[src/rtl/led_display_pkg.sv]
// rtl/led_display_pkg.sv - shared types and constants for the LED panel frame path
package led_display_pkg;

    localparam int FRAME_PIXELS = 4096;
    localparam int PIXEL_ADDR_W = 12;
    localparam int PIXEL_W      = 8;

    typedef enum logic [1:0] {
        READY   = 2'd0,
        PENDING = 2'd1,
        CLEAR   = 2'd2
    } swap_state_t;

endpackage

[src/rtl/led_frame_swap_ctrl_if.sv]
// rtl/led_frame_swap_ctrl_if.sv - writer, scanner and pixel RAM signals of the swap controller
interface led_frame_swap_ctrl_if #(
    parameter int ADDR_W  = 12,
    parameter int PIXEL_W = 8
) ();

    logic               done;
    logic               swapReq;
    logic               clearReq;
    logic               swapReady;
    logic               swapAck;
    logic               frontSel;
    logic               wrReq;
    logic [ADDR_W-1:0]  wrAddr;
    logic [PIXEL_W-1:0] wrData;
    logic               wrReady;
    logic               ramWe;
    logic [ADDR_W:0]    ramAddr;
    logic [PIXEL_W-1:0] ramData;

    // Environment side: scanner, writer, RAM
    modport master (
        output done, swapReq, clearReq, wrReq, wrAddr, wrData,
        input  swapReady, swapAck, frontSel, wrReady, ramWe, ramAddr, ramData
    );

    // Controller side
    modport slave (
        input  done, swapReq, clearReq, wrReq, wrAddr, wrData,
        output swapReady, swapAck, frontSel, wrReady, ramWe, ramAddr, ramData
    );

endinterface

[src/rtl/led_clear_engine.sv]
// rtl/led_clear_engine.sv - sweeps one whole frame buffer with a constant clear pixel
module led_clear_engine #(
    parameter int                 ADDR_W      = 12,
    parameter int                 PIXEL_W     = 8,
    parameter logic [PIXEL_W-1:0] CLEAR_PIXEL = '0
) (
    input  logic               clk,
    input  logic               rst,
    input  logic               start_i,
    input  logic               back_sel_i,
    output logic               busy_o,
    output logic               last_o,
    output logic               we_o,
    output logic [ADDR_W:0]    addr_o,
    output logic [PIXEL_W-1:0] data_o
);

    logic              busy_q;
    logic [ADDR_W-1:0] count_q;

    // Run the counter from 0 to the last pixel once per start pulse
    always_ff @(posedge clk) begin
        if (rst) begin
            busy_q  <= 1'b0;
            count_q <= '0;
        end else if (start_i) begin
            busy_q  <= 1'b1;
            count_q <= '0;
        end else if (busy_q) begin
            if (last_o) begin
                busy_q  <= 1'b0;
                count_q <= '0;
            end else begin
                count_q <= count_q + 1'b1;
            end
        end
    end

    // The strobe is live in every busy cycle, so the count itself is the write address
    always_comb begin
        busy_o = busy_q;
        last_o = busy_q && (&count_q);
        we_o   = busy_q;
        addr_o = {back_sel_i, count_q};
        data_o = CLEAR_PIXEL;
    end

endmodule

[src/rtl/led_frame_swap_ctrl.sv]
// rtl/led_frame_swap_ctrl.sv - tear-free front/back frame buffer swap with optional back-buffer clear
module led_frame_swap_ctrl #(
    parameter int                 ADDR_W      = 12,
    parameter int                 PIXEL_W     = 8,
    parameter logic [PIXEL_W-1:0] CLEAR_PIXEL = '0
) (
    input  logic                  clk,
    input  logic                  rst,
    led_frame_swap_ctrl_if.slave  bus
);

    import led_display_pkg::*;

    swap_state_t        state_q, state_d;
    logic               front_sel_q;
    logic               clr_lat_q;
    logic               swap_ack_q;
    logic               wr_we_q;
    logic [ADDR_W:0]    wr_addr_q;
    logic [PIXEL_W-1:0] wr_data_q;

    logic               ready;
    logic               wr_fire;
    logic               swap_fire;
    logic               commit;
    logic               clr_start;
    logic               clr_busy;
    logic               clr_last;
    logic               clr_we;
    logic [ADDR_W:0]    clr_addr;
    logic [PIXEL_W-1:0] clr_data;

    // Handshake qualifiers; the swap only commits on the scanner's frame boundary
    always_comb begin
        ready     = (state_q == READY);
        wr_fire   = bus.wrReq & ready;
        swap_fire = bus.swapReq & ready;
        commit    = (state_q == PENDING) & bus.done;
        clr_start = commit & clr_lat_q;
    end

    led_clear_engine #(
        .ADDR_W      (ADDR_W),
        .PIXEL_W     (PIXEL_W),
        .CLEAR_PIXEL (CLEAR_PIXEL)
    ) u_clear (
        .clk        (clk),
        .rst        (rst),
        .start_i    (clr_start),
        .back_sel_i (~front_sel_q),
        .busy_o     (clr_busy),
        .last_o     (clr_last),
        .we_o       (clr_we),
        .addr_o     (clr_addr),
        .data_o     (clr_data)
    );

    // Next state: accept swaps only when idle, leave CLEAR after the last pixel
    always_comb begin
        state_d = state_q;
        case (state_q)
            READY:   if (bus.swapReq) state_d = PENDING;
            PENDING: if (bus.done)    state_d = clr_lat_q ? CLEAR : READY;
            CLEAR:   if (clr_last)    state_d = READY;
            default: state_d = READY;
        endcase
    end

    // State, buffer select and the one-cycle-delayed writer path into the back buffer
    always_ff @(posedge clk) begin
        if (rst) begin
            state_q     <= READY;
            front_sel_q <= 1'b0;
            clr_lat_q   <= 1'b0;
            swap_ack_q  <= 1'b0;
            wr_we_q     <= 1'b0;
            wr_addr_q   <= '0;
            wr_data_q   <= '0;
        end else begin
            state_q    <= state_d;
            swap_ack_q <= commit;
            wr_we_q    <= wr_fire;
            if (swap_fire) clr_lat_q <= bus.clearReq;
            if (commit) front_sel_q <= ~front_sel_q;
            if (wr_fire) begin
                wr_addr_q <= {~front_sel_q, bus.wrAddr};
                wr_data_q <= bus.wrData;
            end
        end
    end

    // Writer and clear engine never strobe in the same cycle, so a simple priority mux suffices
    always_comb begin
        bus.swapReady = ready;
        bus.wrReady   = ready;
        bus.swapAck   = swap_ack_q;
        bus.frontSel  = front_sel_q;
        bus.ramWe     = wr_we_q | clr_we;
        bus.ramAddr   = clr_busy ? clr_addr : wr_addr_q;
        bus.ramData   = clr_busy ? clr_data : wr_data_q;
    end

endmodule

[src/flat_wrapper.sv]
// flat-port wrapper written by rule: the top's interface ports become plain ports
module led_frame_swap_ctrl_flat import led_display_pkg::*;
#(
    parameter int                 ADDR_W      = 12,
    parameter int                 PIXEL_W     = 8,
    parameter logic [PIXEL_W-1:0] CLEAR_PIXEL = '0
)
  (clk, rst, bus_done, bus_swapReq, bus_clearReq, bus_wrReq, bus_wrAddr, bus_wrData, bus_swapReady, bus_swapAck, bus_frontSel, bus_wrReady, bus_ramWe, bus_ramAddr, bus_ramData);
  led_frame_swap_ctrl_if #(.ADDR_W(ADDR_W), .PIXEL_W(PIXEL_W)) bus_i ();
  input  logic clk;
  input  logic rst;
  input wire logic [$bits(bus_i.done)-1:0] bus_done;
  input wire logic [$bits(bus_i.swapReq)-1:0] bus_swapReq;
  input wire logic [$bits(bus_i.clearReq)-1:0] bus_clearReq;
  input wire logic [$bits(bus_i.wrReq)-1:0] bus_wrReq;
  input wire logic [$bits(bus_i.wrAddr)-1:0] bus_wrAddr;
  input wire logic [$bits(bus_i.wrData)-1:0] bus_wrData;
  output wire logic [$bits(bus_i.swapReady)-1:0] bus_swapReady;
  output wire logic [$bits(bus_i.swapAck)-1:0] bus_swapAck;
  output wire logic [$bits(bus_i.frontSel)-1:0] bus_frontSel;
  output wire logic [$bits(bus_i.wrReady)-1:0] bus_wrReady;
  output wire logic [$bits(bus_i.ramWe)-1:0] bus_ramWe;
  output wire logic [$bits(bus_i.ramAddr)-1:0] bus_ramAddr;
  output wire logic [$bits(bus_i.ramData)-1:0] bus_ramData;
  assign bus_i.done = bus_done;
  assign bus_i.swapReq = bus_swapReq;
  assign bus_i.clearReq = bus_clearReq;
  assign bus_i.wrReq = bus_wrReq;
  assign bus_i.wrAddr = bus_wrAddr;
  assign bus_i.wrData = bus_wrData;
  assign bus_swapReady = bus_i.swapReady;
  assign bus_swapAck = bus_i.swapAck;
  assign bus_frontSel = bus_i.frontSel;
  assign bus_wrReady = bus_i.wrReady;
  assign bus_ramWe = bus_i.ramWe;
  assign bus_ramAddr = bus_i.ramAddr;
  assign bus_ramData = bus_i.ramData;
  led_frame_swap_ctrl #(.ADDR_W(ADDR_W), .PIXEL_W(PIXEL_W), .CLEAR_PIXEL(CLEAR_PIXEL)) u_core (.clk(clk), .rst(rst), .bus(bus_i));
endmodule
[config.mk]
export PLATFORM = sky130hd
export DESIGN_NAME = led_frame_swap_ctrl_flat
export DESIGN_NICKNAME = d
export VERILOG_FILES = /design/src/rtl/led_display_pkg.sv /design/src/rtl/led_frame_swap_ctrl_if.sv /design/src/rtl/led_clear_engine.sv /design/src/rtl/led_frame_swap_ctrl.sv /design/src/flat_wrapper.sv
export SDC_FILE = /design/constraint.sdc
export NUM_CORES = 1
export LEC_CHECK = 0
export ABC_CLOCK_PERIOD_IN_PS = 2100
export CAP_MARGIN = 20
export CORE_UTILIZATION = 47
export DETAILED_ROUTE_END_ITERATION = 8
export MAX_ROUTING_LAYER = met4
export PLACE_DENSITY = 0.79
export SKIP_CTS_REPAIR_TIMING = 1
export SYNTH_ARGS = -nofsm -noshare
export SYNTH_HDL_FRONTEND = slang
export SYNTH_SLANG_ARGS = --single-unit
[constraint.sdc]
create_clock -name clk -period 2.1 [get_ports clk]
set_input_delay 0.42 -clock clk [delete_from_list [all_inputs] [get_ports clk]]
set_output_delay 0.42 -clock clk [all_outputs]
set_load 0.05 [all_outputs]
==> summary.txt <==
Run status
  – Status: finished clean

Setup path
  – CP top delay family: buffers and inverters
  – CP peak stage delay: 830 ps
  – Critical path class: flop to output pin
  – Critical path launch point type: flop
  – Kind of end point of the critical path: output pin
  – Worst EP arrival: 1520 ps
  – Buffers and inverters on the worst path: 1
  – Crit-path max FO: 4
  – CP required: 1680 ps
  – CP Cell Sequence: clkdlybuf4s50_1
  – Max stage delay cell, worst path: clkdlybuf4s50_1

Power
  – Clock Power Share: 0.309
  – PD cells: 695 nW/um2
  – Comb power frac: 0.209
  – Pint: 1200 uW
  – Peak supply drop: 0.409 mV
  – Sequential power share: 0.482
  – Leakage: 0.000942 uW
  – Switch Pwr: 473 uW
  – Overall Power: 1670 uW
  – Switching Share: 0.283

Detailed routing
  – DR pass1 iterations: 4
  – Routed Antenna Nets: 0
  – Avg WL per Cell: 11.8 um
  – Via count: 1491
  – WL final: 3640 um
  – Via/cell ratio: 4.84
  – Starting DRT DRC Count: 68
  – Drt drc: 0

Global route
  – Vias in the first global route: 1423
  – Overflow after GRT: 0
  – Initial antenna violation count: 0
  – First-pass GRT wire length: 6310 um
  – Tot GR Track Use: 0.210
  – Largest net degree at the start of global routing: 30

Synthesis
  – Count leader, synth: nand2_1
  – Primary FF master, synth: dfxtp_1
  – Synth top cells by count: nand2_1, dfxtp_1, a21oi_1
  – Synth Area per Inst: 8.64 um2
  – Yosys top cell area share: 0.444
  – Synth unique cells: 31
  – Post-Synthesis Net Count: 236
  – Synth area leaders: dfxtp_1, nand2_1, mux2_2
  – Synthesized instance count: 209
  – Netlist Area Pre-Place: 1810 um2
  – Ys async rst share: 0
  – Number of synthesized register bits: 40
  – Number of flops mapped to enable cells by yosys: 0
  – Sequential share of the synthesized area: 0.444
  – Syn. warnings: 0
  – Largest area contributor in the netlist: dfxtp_1

Min path
  – Worst Hold Class: flop to flop

STA
  – Tightest Pin Transition: 496 ps
  – Max frequency: 517 MHz
  – Final Hold Fails: 0
  – Setup TNS: 0 ps
  – RSZ-0062 raised after global routing: false
  – Slew HR: 0.668
  – # setup viols final: 0
  – Final period utilization: 0.922
  – Post-layout min period: 1940 ps
  – Layout Skew: 2.40 ps
  – Final setup margin: 165 ps
  – Max-slew violations: 0

Place
  – DP Worst Slack: 389 ps
  – Placed cells: 300
  – Dpl hpwl: 2510 um
  – # port buffers: 51
  – RD Place Congestion: 0.758

Clocking
  – Clk sink count: 40
  – CTS tree: done
  – Clock transition at the registers of the reported paths: 70 ps
  – Clk Latency, worst-skew pair: 290 ps
  – CTS Buffer Depth: 2
  – H-tree levels: 2
  – CTS Buf Count: 5
  – Root buffer cell: clkbuf_8

Floorplan
  – # IOs: 52
  – Row cnt: 22
  – Core ar.: 3660 um2
  – Die area: 4090 um2
  – Vert. Die Dim: 64.0 um
  – DIE WIDTH: 64.0 um
  – Initial Utilization: 0.493

Finish
  – Filler Cells Inserted: 312
  – P&R area growth vs syn: 33.3%
  – Final nets: 286
  – Post-Layout Cell Count: 308
  – Share of layout cells above drive strength 1: 0.246
  – N_diodes: 0

Run
  – Max cap viols: 0
registers in the layout, summed over array words and instances, names as in the netlist:
register,count
u_core.u_clear.busy_o,1
u_core.u_clear.count_q,12
u_core.clr_lat_q,1
u_core.wr_we_q,1
u_core.wr_addr_q,13
u_core.state_q,2
u_core.bus.frontSel,1
u_core.wr_data_q,8
u_core.bus.swapAck,1
per-stage QoR:
stage | util | hold slack (ps) | area [um2]
after floorplan | - | 431 | 1810
after global placement | 0.633 | 437 | 2320
after detailed placement | 0.633 | 442 | 2320
after CTS | 0.658 | 452 | 2410
after global routing | 0.658 | 467 | 2410
final | 0.658 | 449 | 2410
cell families (layout without fill, tap and decap cells):
group | count (synthesis) | count (layout) | synth area share
XOR/XNOR | 12 | 12 | 0.0582
AO/OA/AOI/OAI | 27 | 27 | 0.0783
multiplexers | 14 | 14 | 0.0859
buffers and inverters | 17 | 68 | 0.0471
AND/OR/NAND/NOR | 98 | 98 | 0.280
flip-flops | 40 | 40 | 0.444
adder cells (fa/ha/maj) | 1 | 1 | 0.00693
placed cells by master, fill, tap and decap left out:
master and count:
mux2i_1 2, o31ai_1 1, nand3_2 1, nand3_1 4
o311ai_0 1, clkbuf_1 2, clkbuf_8 6, nand3b_1 1
nor2_1 9, or3_4 1, or2_2 2, xnor2_1 9
nor2b_1 8, dfxtp_1 40, nor3_1 5, nand2_2 1
xor2_1 3, inv_1 5, nand4_4 2, nor2_2 10
nand2_1 47, nor3_2 1, nand2b_1 1, buf_4 25
clkdlybuf4s50_1 27, nand4_1 2, ha_1 1, a21oi_1 25
nor4_1 2, and2_1 1, mux2_2 12, buf_12 3
final timing paths:
| check | slack, ps | depth (start not counted) | to | startpoint |
|---|---|---|---|---|
| worst min register to register | 450 | 2 | u_core.wr_data_q[0]$_SDFFE_PP0P_ | u_core.wr_data_q[0]$_SDFFE_PP0P_ |
| worst max register to register | 590 | 5 | u_core.u_clear.count_q[2]$_SDFFE_PP0P_ | u_core.u_clear.count_q[0]$_SDFFE_PP0P_ |
| worst min-delay path | 450 | 2 | u_core.wr_data_q[0]$_SDFFE_PP0P_ | u_core.wr_data_q[0]$_SDFFE_PP0P_ |
| worst max-delay path | 160 | 1 | bus_frontSel | u_core.bus.frontSel$_SDFFE_PP0N_ |
area by class of cell:
| cell class | count | area (um2) | share of cell area |
|---|---|---|---|
| multi-input combinational | 152 | 920 | 0.382 |
| sequential | 40 | 801 | 0.333 |
| timing repair buffer | 55 | 518 | 0.215 |
| clock buffer | 8 | 90.1 | 0.0374 |
| tap | 48 | 60.1 | 0.0249 |
| inverter | 5 | 18.8 | 0.00780 |
metal layers:
| metal | vias up | track usage | part of all wire |
|---|---|---|---|
| met1 | 665 | 0.243 | 0.48 |
| li1 | 787 | - | - |
| met2 | 32 | 0.336 | 0.46 |
| met5 | - | - | 0 |
| met3 | 7 | 0.0393 | 0.035 |
| met4 | 0 | 0.128 | 0.028 |
power by group through the flow:
stage / combinational [uW] / clock (uW) / sequential [uW]
5_1_grt: 373 / 578 / 810
4_1_cts: 353 / 530 / 806
6_report: 350 / 516 / 806
3_3_place_gp: 350 / 0 / 823
2_1_floorplan: 218 / 0 / 827
3_5_place_dp: 352 / 0 / 824
Note: power is estimated with default switching activity, not from simulation.
